===== src/rtl/serial_parity_pkg.sv =====
// Shared types and width helpers for the serial parity word generator.
package serial_parity_pkg;

    typedef enum logic {
        COLLECT = 1'b0,
        HOLD    = 1'b1
    } state_e;

    // Width needed to count 0..data_w inclusive.
    function automatic int len_width(input int data_w);
        return $clog2(data_w + 1);
    endfunction

endpackage


===== src/rtl/serial_parity_gen.sv =====
// Deserializes a qualified MSB-first bit stream into words and presents each
// word with its parity on a registered valid/ready output port.
module serial_parity_gen
    import serial_parity_pkg::*;
#(
    parameter int DATA_W     = 8,
    parameter bit ODD_PARITY = 1'b0,
    parameter int LEN_W      = len_width(DATA_W)
) (
    input  logic              clk,
    input  logic              rst,
    input  logic              wr_en,
    input  logic              data_in,
    input  logic              flush,
    output logic              out_valid,
    input  logic              out_ready,
    output logic [DATA_W-1:0] out_data,
    output logic [LEN_W-1:0]  out_len,
    output logic              out_parity,
    output logic              overrun,
    input  logic              clr_overrun
);

    localparam logic [LEN_W-1:0] FULL_CNT = LEN_W'(DATA_W);

    state_e              state_q, state_d;
    logic [DATA_W-1:0]   acc_q, acc_d;
    logic [LEN_W-1:0]    cnt_q, cnt_d;
    logic                par_q, par_d;
    logic                flush_pend_q, flush_pend_d;
    logic                out_valid_q, out_valid_d;
    logic [DATA_W-1:0]   out_data_q, out_data_d;
    logic [LEN_W-1:0]    out_len_q, out_len_d;
    logic                out_parity_q, out_parity_d;
    logic                overrun_q, overrun_d;

    logic                out_free;
    logic                load;
    logic [DATA_W-1:0]   load_data;
    logic [LEN_W-1:0]    load_len;
    logic                load_par;
    logic [DATA_W-1:0]   acc_n;
    logic [LEN_W-1:0]    cnt_n;
    logic                par_n;

    // NOTE: every always_comb target gets a default first so no path can infer a latch.
    always_comb begin
        state_d      = state_q;
        acc_d        = acc_q;
        cnt_d        = cnt_q;
        par_d        = par_q;
        flush_pend_d = flush_pend_q;
        out_valid_d  = out_valid_q;
        out_data_d   = out_data_q;
        out_len_d    = out_len_q;
        out_parity_d = out_parity_q;
        overrun_d    = overrun_q;
        load         = 1'b0;
        load_data    = acc_q;
        load_len     = cnt_q;
        load_par     = par_q;
        acc_n        = acc_q;
        cnt_n        = cnt_q;
        par_n        = par_q;

        out_free = !out_valid_q || out_ready;
        if (out_valid_q && out_ready) out_valid_d = 1'b0;
        if (clr_overrun) overrun_d = 1'b0;

        unique case (state_q)
            COLLECT: begin
                // The incoming bit is appended before any flush decision.
                if (wr_en) begin
                    acc_n = {acc_q[DATA_W-2:0], data_in};
                    cnt_n = cnt_q + LEN_W'(1);
                    par_n = par_q ^ data_in;
                end
                if (cnt_n == FULL_CNT || ((flush || flush_pend_q) && cnt_n != '0)) begin
                    if (out_free) begin
                        load         = 1'b1;
                        load_data    = acc_n;
                        load_len     = cnt_n;
                        load_par     = par_n;
                        acc_d        = '0;
                        cnt_d        = '0;
                        par_d        = 1'b0;
                        flush_pend_d = 1'b0;
                    end else begin
                        acc_d        = acc_n;
                        cnt_d        = cnt_n;
                        par_d        = par_n;
                        flush_pend_d = (cnt_n != FULL_CNT);
                        if (cnt_n == FULL_CNT) state_d = HOLD;
                    end
                end else begin
                    acc_d        = acc_n;
                    cnt_d        = cnt_n;
                    par_d        = par_n;
                    flush_pend_d = 1'b0;
                end
            end
            HOLD: begin
                // Set wins over a same-cycle clear.
                if (wr_en) overrun_d = 1'b1;
                if (out_free) begin
                    load         = 1'b1;
                    acc_d        = '0;
                    cnt_d        = '0;
                    par_d        = 1'b0;
                    flush_pend_d = 1'b0;
                    state_d      = COLLECT;
                end
            end
            default: state_d = COLLECT;
        endcase

        if (load) begin
            out_valid_d  = 1'b1;
            out_data_d   = load_data;
            out_len_d    = load_len;
            out_parity_d = load_par ^ ODD_PARITY;
        end
    end

    // NOTE: state uses non-blocking assignments so every register samples pre-edge values.
    always_ff @(posedge clk) begin
        if (rst) begin
            state_q      <= COLLECT;
            acc_q        <= '0;
            cnt_q        <= '0;
            par_q        <= 1'b0;
            flush_pend_q <= 1'b0;
            out_valid_q  <= 1'b0;
            out_data_q   <= '0;
            out_len_q    <= '0;
            out_parity_q <= 1'b0;
            overrun_q    <= 1'b0;
        end else begin
            state_q      <= state_d;
            acc_q        <= acc_d;
            cnt_q        <= cnt_d;
            par_q        <= par_d;
            flush_pend_q <= flush_pend_d;
            out_valid_q  <= out_valid_d;
            out_data_q   <= out_data_d;
            out_len_q    <= out_len_d;
            out_parity_q <= out_parity_d;
            overrun_q    <= overrun_d;
        end
    end

    assign out_valid  = out_valid_q;
    assign out_data   = out_data_q;
    assign out_len    = out_len_q;
    assign out_parity = out_parity_q;
    assign overrun    = overrun_q;

endmodule

===== config.mk =====
export PLATFORM = sky130hd
export DESIGN_NAME = serial_parity_gen
export DESIGN_NICKNAME = d
export VERILOG_FILES = /design/src/rtl/serial_parity_pkg.sv /design/src/rtl/serial_parity_gen.sv
export SDC_FILE = /design/constraint.sdc
export NUM_CORES = 1
export LEC_CHECK = 0
export ABC_AREA = 1
export CAP_MARGIN = 15
export CORE_UTILIZATION = 54
export CTS_CLUSTER_DIAMETER = 30
export DETAILED_ROUTE_END_ITERATION = 7
export GPL_ROUTABILITY_DRIVEN = 0
export PLACE_DENSITY = 0.79
export SKIP_CTS_REPAIR_TIMING = 1
export SLEW_MARGIN = 20
export SYNTH_ARGS = -nofsm -noshare
export SYNTH_HDL_FRONTEND = slang
export SYNTH_SLANG_ARGS = --single-unit

===== constraint.sdc =====
create_clock -name clk -period 1.9 [get_ports clk]
set_input_delay 0.38 -clock clk [delete_from_list [all_inputs] [get_ports clk]]
set_output_delay 0.38 -clock clk [all_outputs]
set_load 0.01 [all_outputs]

==> results.yml <==
place:
  placed_area_sq_um: 1960
  place_ws_ns: -0.323
  dpl.hpwl_microns: 2720
  portBuffers: 21
run:
  maxCapViolCount: 0
worst_setup_path:
  required_ns: 2.13
  criticalPathCategory: "flip-flop to flip-flop"
  crit_top_cell: "nand2_2"
  crit_path_cell_trace: "ha_1, inv_1, nand2_4, nand2_2, nand2_1, nor2_2, nand2_2, nand2_2, nand3_4, buf_4, o21ai_0, a21oi_1"
  path_max_fanout: 7
  max_stage_delay_ns: 0.34
  worst_path_max_delay_cell: "dfxtp_1"
  cp-end-kind: "flip-flop"
  cp-start-kind: "flip-flop"
  cp.arrival_ns: 1.99
sta:
  slew_headroom_pct: 68.9
  finalHoldViolCount: 0
  slew_viol_final: 0
  finalCriticalPeriod_ns: 1.76
  rsz0062_at_grt: "false"
  fin_skew_ns: 0.0139
  tightest_slew_ns: 0.465
  setup_ws_ns: 0.144
  setup-violations-final: 0
  finalCritPeriodShare_pct: 92.4
  max_freq_mhz: 569
routing:
  wl_microns: 3770
  ant_nets: 0
  viasPerCell: 5.00
  dr.pass1.iters: 4
  drt_drc_violations_left: 0
  drt-initial-drc-count: 51
  vias: 1589
  avgRoutedWirePerCell_microns: 11.8
layout:
  synthToLayoutAreaGrowth_pct: 26.1
  layout_commonest_cell: "nand2_1"
  drive_gt1_share_pct: 15.7
  num-nets-final: 294
  fill_cells: 238
  antenna_cells: 0
  postLayoutCellArea_sq_um: 2030
  post-route-util_pct: 72.9
  layout_common_cells: "nand2_1 (84), inv_1 (32), dfxtp_1 (30)"
grt:
  grt_pass1_vias: 1465
  grt_pass1_wl_microns: 6350
  gr-total-overflow: 0
  grt_max_degree: 18
  grt_usage_pct: 26.0
  antenna_found_initial: 0
die:
  dieWidth_microns: 56.6
  start_util_pct: 57.8
  die_area_sq_um: 3200
  die_h_microns: 56.6
  pin_count: 22
  core_sq_um: 2780
  fp-row-count: 19
clocking:
  root_buffer: "clkbuf_4"
  clkSlewWorstSetupHoldPaths_ns: 0.09
  clkSinkCount: 30
  htreeDepth: 2
  clock_latency_ns: 0.34
  cts_tree: "built"
  cts_buffer_depth: 2
  cts_buffers: 5
logic_synthesis:
  synth_top_area_share_pct: 37.3
  synthDistinctLibCells: 25
  synthArstFlopShare_pct: 0
  ys_top_cells_by_area: "dfxtp_1 (37%), nand2_1 (20%), a21oi_1 (7.8%)"
  syn_nets: 255
  syn_area_sq_um: 1610
  synth.ff_latch_count: 30
  synth_largest_area_cell: "dfxtp_1"
  synth_edf_count: 0
  seq_area_frac_synth_pct: 37.3
  synthFlopType: "dfxtp_1"
  netlist_instances: 247
  syn_area_per_cell_sq_um: 6.51
  ys_warn_count: 0
pwr:
  leakagePower_nw: 0.922
  p_per_area_nw_per_um2: 712
  peakVddDrop_mv: 0.765
min_path:
  hold_class: "flip-flop to flip-flop"
run_status:
  run_status: "completed"
## power breakdown
part	switching, mW	total (mW)	leakage (nW)	internal, mW
clock network	0.219	0.398	0.0353	0.179
logic	0.190	0.360	0.641	0.170
registers	0.0197	0.686	0.245	0.666
## state kept, by name (all words and copies together), names as in the netlist, 4 cells and up
name and cells:
acc_q 8, cnt_q 4, out_data 8, out_len 4
## kinds of logic after synthesis
logic type,share of synthesized area [%]
flops,37.3
simple gates,35.1
mux,1.24
compound gates,12.6
buf+inv,13.0
fa+ha+maj,0.777
## per-layer routing
| metal | GRT usage (%) | up-vias | routed length (microns) |
|---|---|---|---|
| met5 | 0 | - | 0 |
| met4 | 11.5 | 0 | 68 |
| met3 | 4.84 | 8 | 209 |
| met2 | 43.2 | 43 | 1750 |
| met1 | 32.6 | 691 | 1740 |
| li1 | - | 847 | - |
## metrics by stage
| stage | power [mW] | setup TNS [ns] | cells | hold slack (ns) |
|---|---|---|---|---|
| global placement | 1.05 | -4.72 | 310 | 0.450 |
| floorplan | 0.905 | 0 | 247 | 0.439 |
| detailed placement | 1.06 | -6.33 | 310 | 0.453 |
| CTS | 1.45 | 0 | 318 | 0.466 |
| global route | 1.52 | 0 | 318 | 0.499 |
| finish | 1.44 | 0 | 318 | 0.460 |
## cell usage after synthesis, types with 3 or more instances
master / number
o21ai_0: 11
nand3_1: 14
clkbuf_1: 3
nand4_1: 4
nor2_1: 15
buf_6: 4
dfxtp_1: 30
a21oi_1: 25
inv_1: 33
nand2_2: 4
nand2_1: 84
## critical path, delay by kind of cell (launching register included)
family / cells / cell delay [ns]
simple gates: 7 / 0.61
fa+ha+maj: 1 / 0.29
compound gates: 2 / 0.17
buf+inv: 2 / 0.27
flops: 1 / 0.34
## worst paths after layout
check                              start           to  slack [ns]  depth (start not counted)
worst max-delay path            cnt_q[0]  out_data[5]        0.14                         12
worst min-delay path             overrun      overrun        0.46                          2
worst max register to register  cnt_q[0]  out_data[5]        0.14                         12
worst min register to register   overrun      overrun        0.46                          2
## area by class of cell
type                            instances  area [sq um]  share of cell area, %
Multi-Input combinational cell        171           807                   39.8
Sequential cell                        30           601                   29.6
Timing Repair Buffer                   43           390                   19.2
Inverter                               35           131                   6.48
Clock buffer                            7          55.1                   2.71
Tap cell                               31          38.8                   1.91
Clock inverter                          1          5.00                  0.247
(Power assumes the default switching activity.)
==> variant (config.mk and constraints unchanged) <==
Change the parameter `ODD_PARITY` from 1'b0 to 1'b1.
--- a/src/rtl/serial_parity_gen.sv
+++ b/src/rtl/serial_parity_gen.sv
@@ -6,3 +6,3 @@
     parameter int DATA_W     = 8,
-    parameter bit ODD_PARITY = 1'b0,
+    parameter bit ODD_PARITY = 1'b1,
     parameter int LEN_W      = len_width(DATA_W)
Function: changed (a bounded check fails within 4 cycles, from zero or initial values and one cycle with rst high).
==> variant against the unedited design <==
- the flow now finishes with violations (DRC)
- critical path type unchanged
- count of clock-buffer cells in the layout unchanged
- sequential cell count unchanged
- cell area up 6.0%
- worst setup slack got worse by 39 ps
- wire length increased by 4.6%
- combinational power rose by 15%
- area after synthesis is 1.8% higher
- final cell count increased by 2.5%
- via count rose by 4.6%
- power increased by 4.5%
==> variant: results (changes against the unedited design) <==
Global route
  • GRT Overall Usage: 25.1% (was 26.0%)
  • First-pass GRT wire length: 6.47 mm (was 6.35 mm)
  • Pin count of the biggest net entering global routing: 17 (was 18)
  • Initial antenna violation count: 0 (unchanged)
  • Number of global-route vias before repair: 1540 (was 1465)

Detailed routing
  • DR vias: 1662 (was 1589)
  • Residual DRC: 4 (was 0)
  • DRT iter0 DRCs: 79 (was 51)
  • Drt pass-1 iters: 6 (was 4)
  • WL/cell: 12.1 um (was 11.8 um)

Logic synthesis
  • Distinct cells, synth: 23 (was 25)
  • Post-Syn Nets: 260 (was 255)
  • Post-synth top cells: 94 x nand2_1, 32 x inv_1, 30 x dfxtp_1, 23 x a21oi_1, 17 x nor2_1 (was 84 x nand2_1, 33 x inv_1, 30 x dfxtp_1, 25 x a21oi_1, 15 x nor2_1)
  • Share of flip-flops with an asynchronous set or reset: 0% (unchanged)
  • Warnings from Yosys: 0 (unchanged)
  • Synth area leaders: dfxtp_1 37%, nand2_1 22%, inv_1 7.3% (was dfxtp_1 37%, nand2_1 20%, a21oi_1 7.8%)
  • Sequential area share after synthesis: 36.7% (was 37.3%)
  • Avg Cell Area, Syn: 6.50 um^2 (was 6.51 um^2)

Run status
  • Violated checks: DRC
  • Status: finished with violations (was finished clean)

Layout
  • Nets: 302 (was 294)
  • Non-filler cells, final: 326 (was 318)
  • Antenna diodes: 0 (unchanged)
  • Share of cells above drive strength 1: 21.0% (was 15.7%)

Critical path
  • Crit start category: register (unchanged)
  • R2R cell count: 13 (was 12)
  • Worst Setup EP: out_data[7] (was out_data[5])
  • CP max stage cell: dfxtp_1 (unchanged)
  • Reg-to-reg setup timing slack: 100 ps (was 140 ps)
  • Worst reg2reg path startpoint: cnt_q[0] (unchanged)
  • CP Max Fanout: 6 (was 7)
  • Worst stage delay on the critical path: 390 ps (was 340 ps)

Timing
  • Final Setup Violations: 0 (unchanged)
  • Clk_skew: 8.16 ps (was 13.9 ps)
  • Worst slew margin: 60.4% (was 68.9%)

CTS
  • Bufs on Longest Clock Path: 2 (unchanged)
  • Num CTS Buffers: 5 (unchanged)
  • Root buf cell: clkbuf_4 (unchanged)
  • Clk slew on worst S/H paths: 100 ps
  • H-tree levels: 2 (unchanged)
  • Clock Latency Late Sink: 330 ps

Power
  • Net switching power figure: 0.469 mW (was 0.429 mW)
  • Static Leak: 0.968 nW (was 0.922 nW)
  • Peak VDD IR: 0.441 mV (was 0.765 mV)

Placement
  • Inst Count DP: 312 (was 310)
  • I/O Buffers: 21 (unchanged)
  • Post-DP Area: 1970 um^2 (was 1960 um^2)
  • Detailed placement HPWL: 2.72 mm (about the same)
==> variant: cell types whose count changed after synthesis, moves of 2 or more <==
cell	before	now
nor2_2	2	6
nand3_1	14	8
nor2_1	15	17
nand4_1	4	6
nand2_1	84	94
o21ai_0	11	7
a21oi_1	25	23
clkbuf_1	3	5
==> variant: worst reg2reg max path, delay by kind of cell, from the launching register on <==
family	cells	cell delay (ps)
adders and majority gates	1	220
buffers and inverters	2	270
DFF	1	390
and+or+nand+nor	10	880
==> variant: cells by family (layout without fill, tap and decap cells) <==
group,count (synthesis),in the layout,synth area share [%]
AOI/OAI and AO/OA,32,32,10.7
adders and majority gates,1,1,0.764
buffers and inverters,44,86,11.6
DFF,30,30,36.7
and+or+nand+nor,142,143,38.5
xor gates and xnor gates,1,1,0.535
muxes,2,2,1.22
==> variant: worst min path at each step <==
stage	start	cells past startpoint	end	slack, ps
2_1_floorplan	flush_pend_q	2	flush_pend_q	440
3_3_place_gp	flush_pend_q	2	flush_pend_q	450
3_5_place_dp	overrun	2	overrun	450
4_1_cts	overrun	2	overrun	470
5_1_grt	overrun	2	overrun	490
6_report	overrun	2	overrun	470
==> variant: stage by stage <==
| stage | setup slack [ps] | hold slack [ps] | TNS [ps] |
|---|---|---|---|
| detailed placement | -351 | 454 | -7370 |
| floorplan | 263 | 440 | 0 |
| CTS | -13.8 | 474 | -40.4 |
| global route | -12.2 | 491 | -25.3 |
| global placement | -312 | 448 | -6190 |
| finish | 105 | 469 | 0 |
==> variant: cell type report <==
cell class	instances	area, um^2
Tap cell	31	38.8
Clock inverter	1	5.00
Clock buffer	7	55.1
Timing Repair Buffer	43	412
Fill cell	225	656
Multi-Input combinational cell	179	897
Timing Repair inverter	1	5.00
Inverter	34	133
Sequential cell	30	604
==> variant: per-layer routing <==
layer  vias up  part of all wire, %  track usage [%]
li1        859                    -                -
met1       745                   47             32.8
met2        52                   46             41.2
met3         6                  5.6             6.12
met4         0                  1.2             7.67
met5         -                    0                0
==> variant: power groups by stage <==
stage / clock [mW] / combinational, mW / sequential, mW
after floorplan: 0 / 0.204 / 0.719
after global placement: 0 / 0.359 / 0.703
after detailed placement: 0 / 0.363 / 0.705
after CTS: 0.406 / 0.364 / 0.691
after global routing: 0.429 / 0.458 / 0.695
final: 0.405 / 0.413 / 0.691
